## src/rtl/mul_pkg.sv

```systemverilog
// Shared types and Booth radix-4 digit decoding for the sequential multiplier.
package mul_pkg;

    localparam int unsigned MUL_WIDTH = 32;

    typedef enum logic [1:0] {
        IDLE,
        RUN,
        RESOLVE,
        DONE
    } state_e;

    typedef enum logic [2:0] {
        ZERO,
        PM,
        P2M,
        NM,
        N2M
    } sel_e;

    // Map a 3-bit overlapping multiplier window to a partial-product select.
    function automatic sel_e booth_decode(input logic [2:0] bits);
        sel_e sel;
        case (bits)
            3'b001, 3'b010: sel = PM;
            3'b011:         sel = P2M;
            3'b100:         sel = N2M;
            3'b101, 3'b110: sel = NM;
            default:        sel = ZERO;
        endcase
        return sel;
    endfunction

endpackage

```

## src/rtl/csa_row.sv

```systemverilog
// N-bit 3:2 carry-save row; the carry vector is returned already weighted (shifted left by one).
module csa_row #(
    parameter int unsigned N = 64
) (
    input  logic [N-1:0] x,
    input  logic [N-1:0] y,
    input  logic [N-1:0] z,
    output logic [N-1:0] s,
    output logic [N-1:0] c
);

    logic [N-1:0] maj;

    assign s   = x ^ y ^ z;
    assign maj = (x & y) | (x & z) | (y & z);
    assign c   = maj << 1;

endmodule

```

## src/rtl/booth_csa_mul_seq.sv

```systemverilog
// Iterative signed multiplier: one radix-4 Booth partial product per cycle into a
// carry-save accumulator, then a single carry-propagate add into hi/lo.
module booth_csa_mul_seq
    import mul_pkg::*;
#(
    parameter int unsigned WIDTH = MUL_WIDTH,
    parameter int unsigned CNT_W = 5
) (
    input  logic             clock,
    input  logic             clear,
    input  logic             start,
    input  logic [WIDTH-1:0] a,
    input  logic [WIDTH-1:0] b,
    output logic             busy,
    output logic             done,
    output logic [WIDTH-1:0] hi,
    output logic [WIDTH-1:0] lo
);

    localparam int unsigned PW    = 2 * WIDTH;
    localparam int unsigned EW    = WIDTH + 2;
    localparam int unsigned ITERS = WIDTH / 2;

    state_e           state;
    state_e           state_next;
    logic             load_c;
    logic             step_c;
    logic             resolve_c;
    logic             last_c;

    logic [WIDTH-1:0] m;
    logic [WIDTH:0]   q;
    logic [CNT_W-1:0] count;
    logic [PW-1:0]    acc_s;
    logic [PW-1:0]    acc_c;
    logic [PW-1:0]    csa_s;
    logic [PW-1:0]    csa_c;

    sel_e             sel_c;
    logic [EW-1:0]    m_ext_c;
    logic [EW-1:0]    pp_base_c;
    logic [PW-1:0]    pp_c;

    assign last_c = (count == CNT_W'(ITERS - 1));

    // State register plus registered status flags derived from the next state.
    always_ff @(posedge clock or posedge clear) begin
        if (clear) begin
            state <= IDLE;
            busy  <= 1'b0;
            done  <= 1'b0;
        end else begin
            state <= state_next;
            busy  <= (state_next != IDLE);
            done  <= (state_next == DONE);
        end
    end

    always_comb begin
        state_next = state;
        load_c     = 1'b0;
        step_c     = 1'b0;
        resolve_c  = 1'b0;
        case (state)
            IDLE: begin
                if (start) begin
                    load_c     = 1'b1;
                    state_next = RUN;
                end
            end
            RUN: begin
                step_c = 1'b1;
                if (last_c) begin
                    state_next = RESOLVE;
                end
            end
            RESOLVE: begin
                resolve_c  = 1'b1;
                state_next = DONE;
            end
            DONE: begin
                state_next = IDLE;
            end
            default: begin
                state_next = IDLE;
            end
        endcase
    end

    // Booth partial product: two extra sign bits keep -2M exact for the most negative M.
    always_comb begin
        m_ext_c = {{2{m[WIDTH-1]}}, m};
        sel_c   = booth_decode(q[2:0]);
        case (sel_c)
            PM:      pp_base_c = m_ext_c;
            P2M:     pp_base_c = m_ext_c << 1;
            NM:      pp_base_c = -m_ext_c;
            N2M:     pp_base_c = -(m_ext_c << 1);
            default: pp_base_c = '0;
        endcase
        pp_c = {{(PW - EW){pp_base_c[EW-1]}}, pp_base_c} << {count, 1'b0};
    end

    csa_row #(
        .N(PW)
    ) u_csa_row (
        .x(acc_s),
        .y(acc_c),
        .z(pp_c),
        .s(csa_s),
        .c(csa_c)
    );

    always_ff @(posedge clock or posedge clear) begin
        if (clear) begin
            m     <= '0;
            q     <= '0;
            count <= '0;
            acc_s <= '0;
            acc_c <= '0;
            hi    <= '0;
            lo    <= '0;
        end else begin
            if (load_c) begin
                m     <= a;
                q     <= {b, 1'b0};
                count <= '0;
                acc_s <= '0;
                acc_c <= '0;
            end else if (step_c) begin
                acc_s <= csa_s;
                acc_c <= csa_c;
                q     <= {q[WIDTH], q[WIDTH], q[WIDTH:2]};
                count <= count + CNT_W'(1);
            end
            if (resolve_c) begin
                {hi, lo} <= acc_s + acc_c;
            end
        end
    end

endmodule

```

## config.mk

```make
export PLATFORM = sky130hd
export DESIGN_NAME = booth_csa_mul_seq
export DESIGN_NICKNAME = d
export VERILOG_FILES = /design/src/rtl/mul_pkg.sv /design/src/rtl/csa_row.sv /design/src/rtl/booth_csa_mul_seq.sv
export SDC_FILE = /design/constraint.sdc
export NUM_CORES = 1
export LEC_CHECK = 0
export ABC_AREA = 0
export CORE_ASPECT_RATIO = 0.6
export CORE_UTILIZATION = 38
export CTS_BUF_LIST = sky130_fd_sc_hd__clkbuf_16
export CTS_CLUSTER_SIZE = 12
export DETAILED_ROUTE_END_ITERATION = 6
export GPL_TIMING_DRIVEN = 1
export PLACE_DENSITY = 0.56
export RECOVER_POWER = 25
export SLEW_MARGIN = 20
export SYNTH_ARGS = -nofsm -noshare
export SYNTH_HDL_FRONTEND = slang
export SYNTH_HIERARCHICAL = 1
export SYNTH_SLANG_ARGS = --single-unit
```

## constraint.sdc

```tcl
create_clock -name clock -period 11.8 [get_ports clock]
set_input_delay 1.18 -clock clock [delete_from_list [all_inputs] [get_ports clock]]
set_output_delay 1.18 -clock clock [all_outputs]
set_load 0.005 [all_outputs]
```

==> flow_summary.toml <==
[clock_tree]
h-tree-depth = 1
cts_tree = "built"
clkTransAtPathRegs_ps = 60
root_buffer = "clkbuf_16"
post_cts_buffers = 0
ctsHoldBuffers = 0
cts_resized = 0
clock_path_buffers = 3
clk_latency_ps = 600
cts.sinks = 266
cts_buffers = 30

[floorplan]
die_x_um = 298
core_um2 = 51400
die-area_um2 = 53400
die_y_um = 179
ios = 133
rows = 64
initial_core_util_pct = 38.8

[yosys]
synth.area.mux_share_pct = 6.72
yosys.area_share.simple_pct = 18.8
synth_xor_area_share_pct = 3.72
yosysTopAreaCellShare_pct = 33.4
synth_compound_area_share_pct = 22.3
syn_nets = 2572
syn_area_per_cell_um2 = 8.40
synth-edff-count = 0
async_reset_ff_share_pct = 100
synth_top_area_cell = "dfrtp_1"
ys_seq_area_share_pct = 33.4
synth_fa_ha_area_share_pct = 10.6
ys_warn_count = 6
netlist_area_um2 = 19900
netlist_top_cells_area = "dfrtp_1, nand2_1, o21ai_0, fa_1, ha_1"
syn_inst = 2375
synth_seq_cells = 266
ys_types = 94
synth_ff_type = "dfrtp_1"
synth_top_family_by_area = "compound AO/OA/AOI/OAI gates"

[timing]
period_share_pct = 55.4
fin_setup_tns_ps = 0
setup_violations = 0
slew_headroom_pct = -187
fin_crit_ps = 6540
report.final.slew_viol_count = 273
hold_viol_final = 0
rsz0062_at_grt = "no"
fmax_mhz = 153
tightest_slew_ps = 4280
skew_ps = 11.3

[global_routing]
antenna_found_initial = 1
grt_first_pass_wirelength_um = 103000
grt_pass1_vias = 17300
grt-ovfl-total = 0
grtUsageTotal_pct = 24.3
grt_max_degree = 204

[routing]
wirelength_um = 64900
detail_route.wl_per_cell_um = 21.0
via_per_inst = 5.83
first_pass_iters = 6
ant_nets = 0
drc = 0
num_vias = 18000
drtIter0Drc = 1987

[layout]
final_cell_mix = "nand2_1, o21ai_0, dfrtp_1"
n_fill_cell = 5115
syn_to_final_growth_pct = 13.0
drive_above_1_share_pct = 6.70
nets = 2576
layout_commonest_cell = "nand2_1"

[critical_path]
slowest_delay_ps = 2380
cp-end-kind = "asynchronous set/reset pin"
crit_slowest_cell = "clkinvlp_2"
cp-start-kind = "input pin"
path_class = "input pin to asynchronous set/reset pin"
required_ps = 11650
crit_fanout = 87
worstPathCellList = "dlygate4sd3_1, clkinvlp_2, clkbuf_1"
cp.arrival_ps = 6390

[placement]
place_congestion = 0.991
dpl.hpwl_um = 47500
io_buffers = 132

[run]
drv_cap = 4

[outcome]
outcome = "finished with violations"
violations = "max-capacitance violations, max-slew violations"

[worst_hold_path]
hold_path.class = "register to register"
==> cell usage after synthesis (12+ instances only) <==
master / count
a211oi_1: 23
a21o_1: 39
a21oi_1: 140
a221o_1: 14
a22oi_1: 42
a31oi_1: 15
and2_1: 13
and3_1: 12
buf_1: 17
buf_2: 18
clkbuf_1: 144
dfrtp_1: 266
fa_1: 64
ha_1: 66
inv_1: 43
mux2_2: 48
mux2i_1: 56
nand2_1: 501
nand3_1: 42
nand4_1: 30
nor2_1: 129
nor2b_1: 13
nor3_1: 39
o211ai_1: 17
o21a_1: 13
o21ai_0: 270
o21bai_1: 16
o31ai_1: 17
xnor2_1: 46
xor2_1: 36
==> cells by family after synthesis <==
logic type,Yosys count
XOR/XNOR,83
other,1
AO/OA/AOI/OAI,705
buffers and inverters,228
AND/OR/NAND/NOR,847
flip-flops,266
multiplexers,115
adder cells (fa/ha/maj),130
==> metrics by stage <==
step	setup WS [ps]	area, µm²	hold slack [ps]	utilization (%)	cells
global placement	6270	21600	452	42.1	3040
detailed placement	6350	21600	464	42.1	3040
floorplan	3290	19900	446	-	2375
CTS	6320	22600	478	43.9	3095
global route	4080	22500	496	43.9	3095
finish	5260	22500	475	43.9	3097
==> layer usage <==
| layer | part of all wire, % | up-vias | track usage, % | wire, µm |
|---|---|---|---|---|
| li1 | - | 8468 | - | - |
| met1 | 51 | 8893 | 39.2 | 33100 |
| met2 | 39 | 626 | 32.5 | 25400 |
| met3 | 8.4 | 60 | 5.68 | 5480 |
| met4 | 1.4 | 0 | 3.88 | 925 |
| met5 | 0 | - | 0 | 0 |
==> worst paths after layout <==
path / from / to / slack [ps] / cells after the start
min in group asynchronous: clear / m[16] / 2350 / 2
setup reg to reg: q[2] / acc_s[32] / 6190 / 14
hold reg to reg: lo[9] / lo[9] / 480 / 2
hold / removal: lo[9] / lo[9] / 480 / 2
max in group clock: q[2] / acc_s[32] / 6190 / 14
setup / recovery: clear / q[1] / 5260 / 3
==> flip-flops by register name, summed over array words and instances, names as in the netlist <==
signal,count
hi,32
m,32
state,2
count,5
done,1
acc_c,64
lo,32
q,33
busy,1
acc_s,64
==> final cells by class <==
type / count / area [µm²] / area share, %
antenna: 2 / 5.00 / 0.0222
clock buffer: 31 / 776 / 3.44
clock inverter: 24 / 156 / 0.694
inverter: 45 / 170 / 0.755
multi-input combinational: 1881 / 12400 / 55.1
sequential: 266 / 6660 / 29.5
tap: 693 / 867 / 3.85
timing repair buffer: 155 / 1500 / 6.63
==> worst max-delay path, delay by kind of cell <==
| kind | cells | cell delay [ps] |
|---|---|---|
| buf+inv | 3 | 5100 |
Power is not shown: default switching activity piles up to over one toggle a cycle in this logic, so the estimate is an artifact.
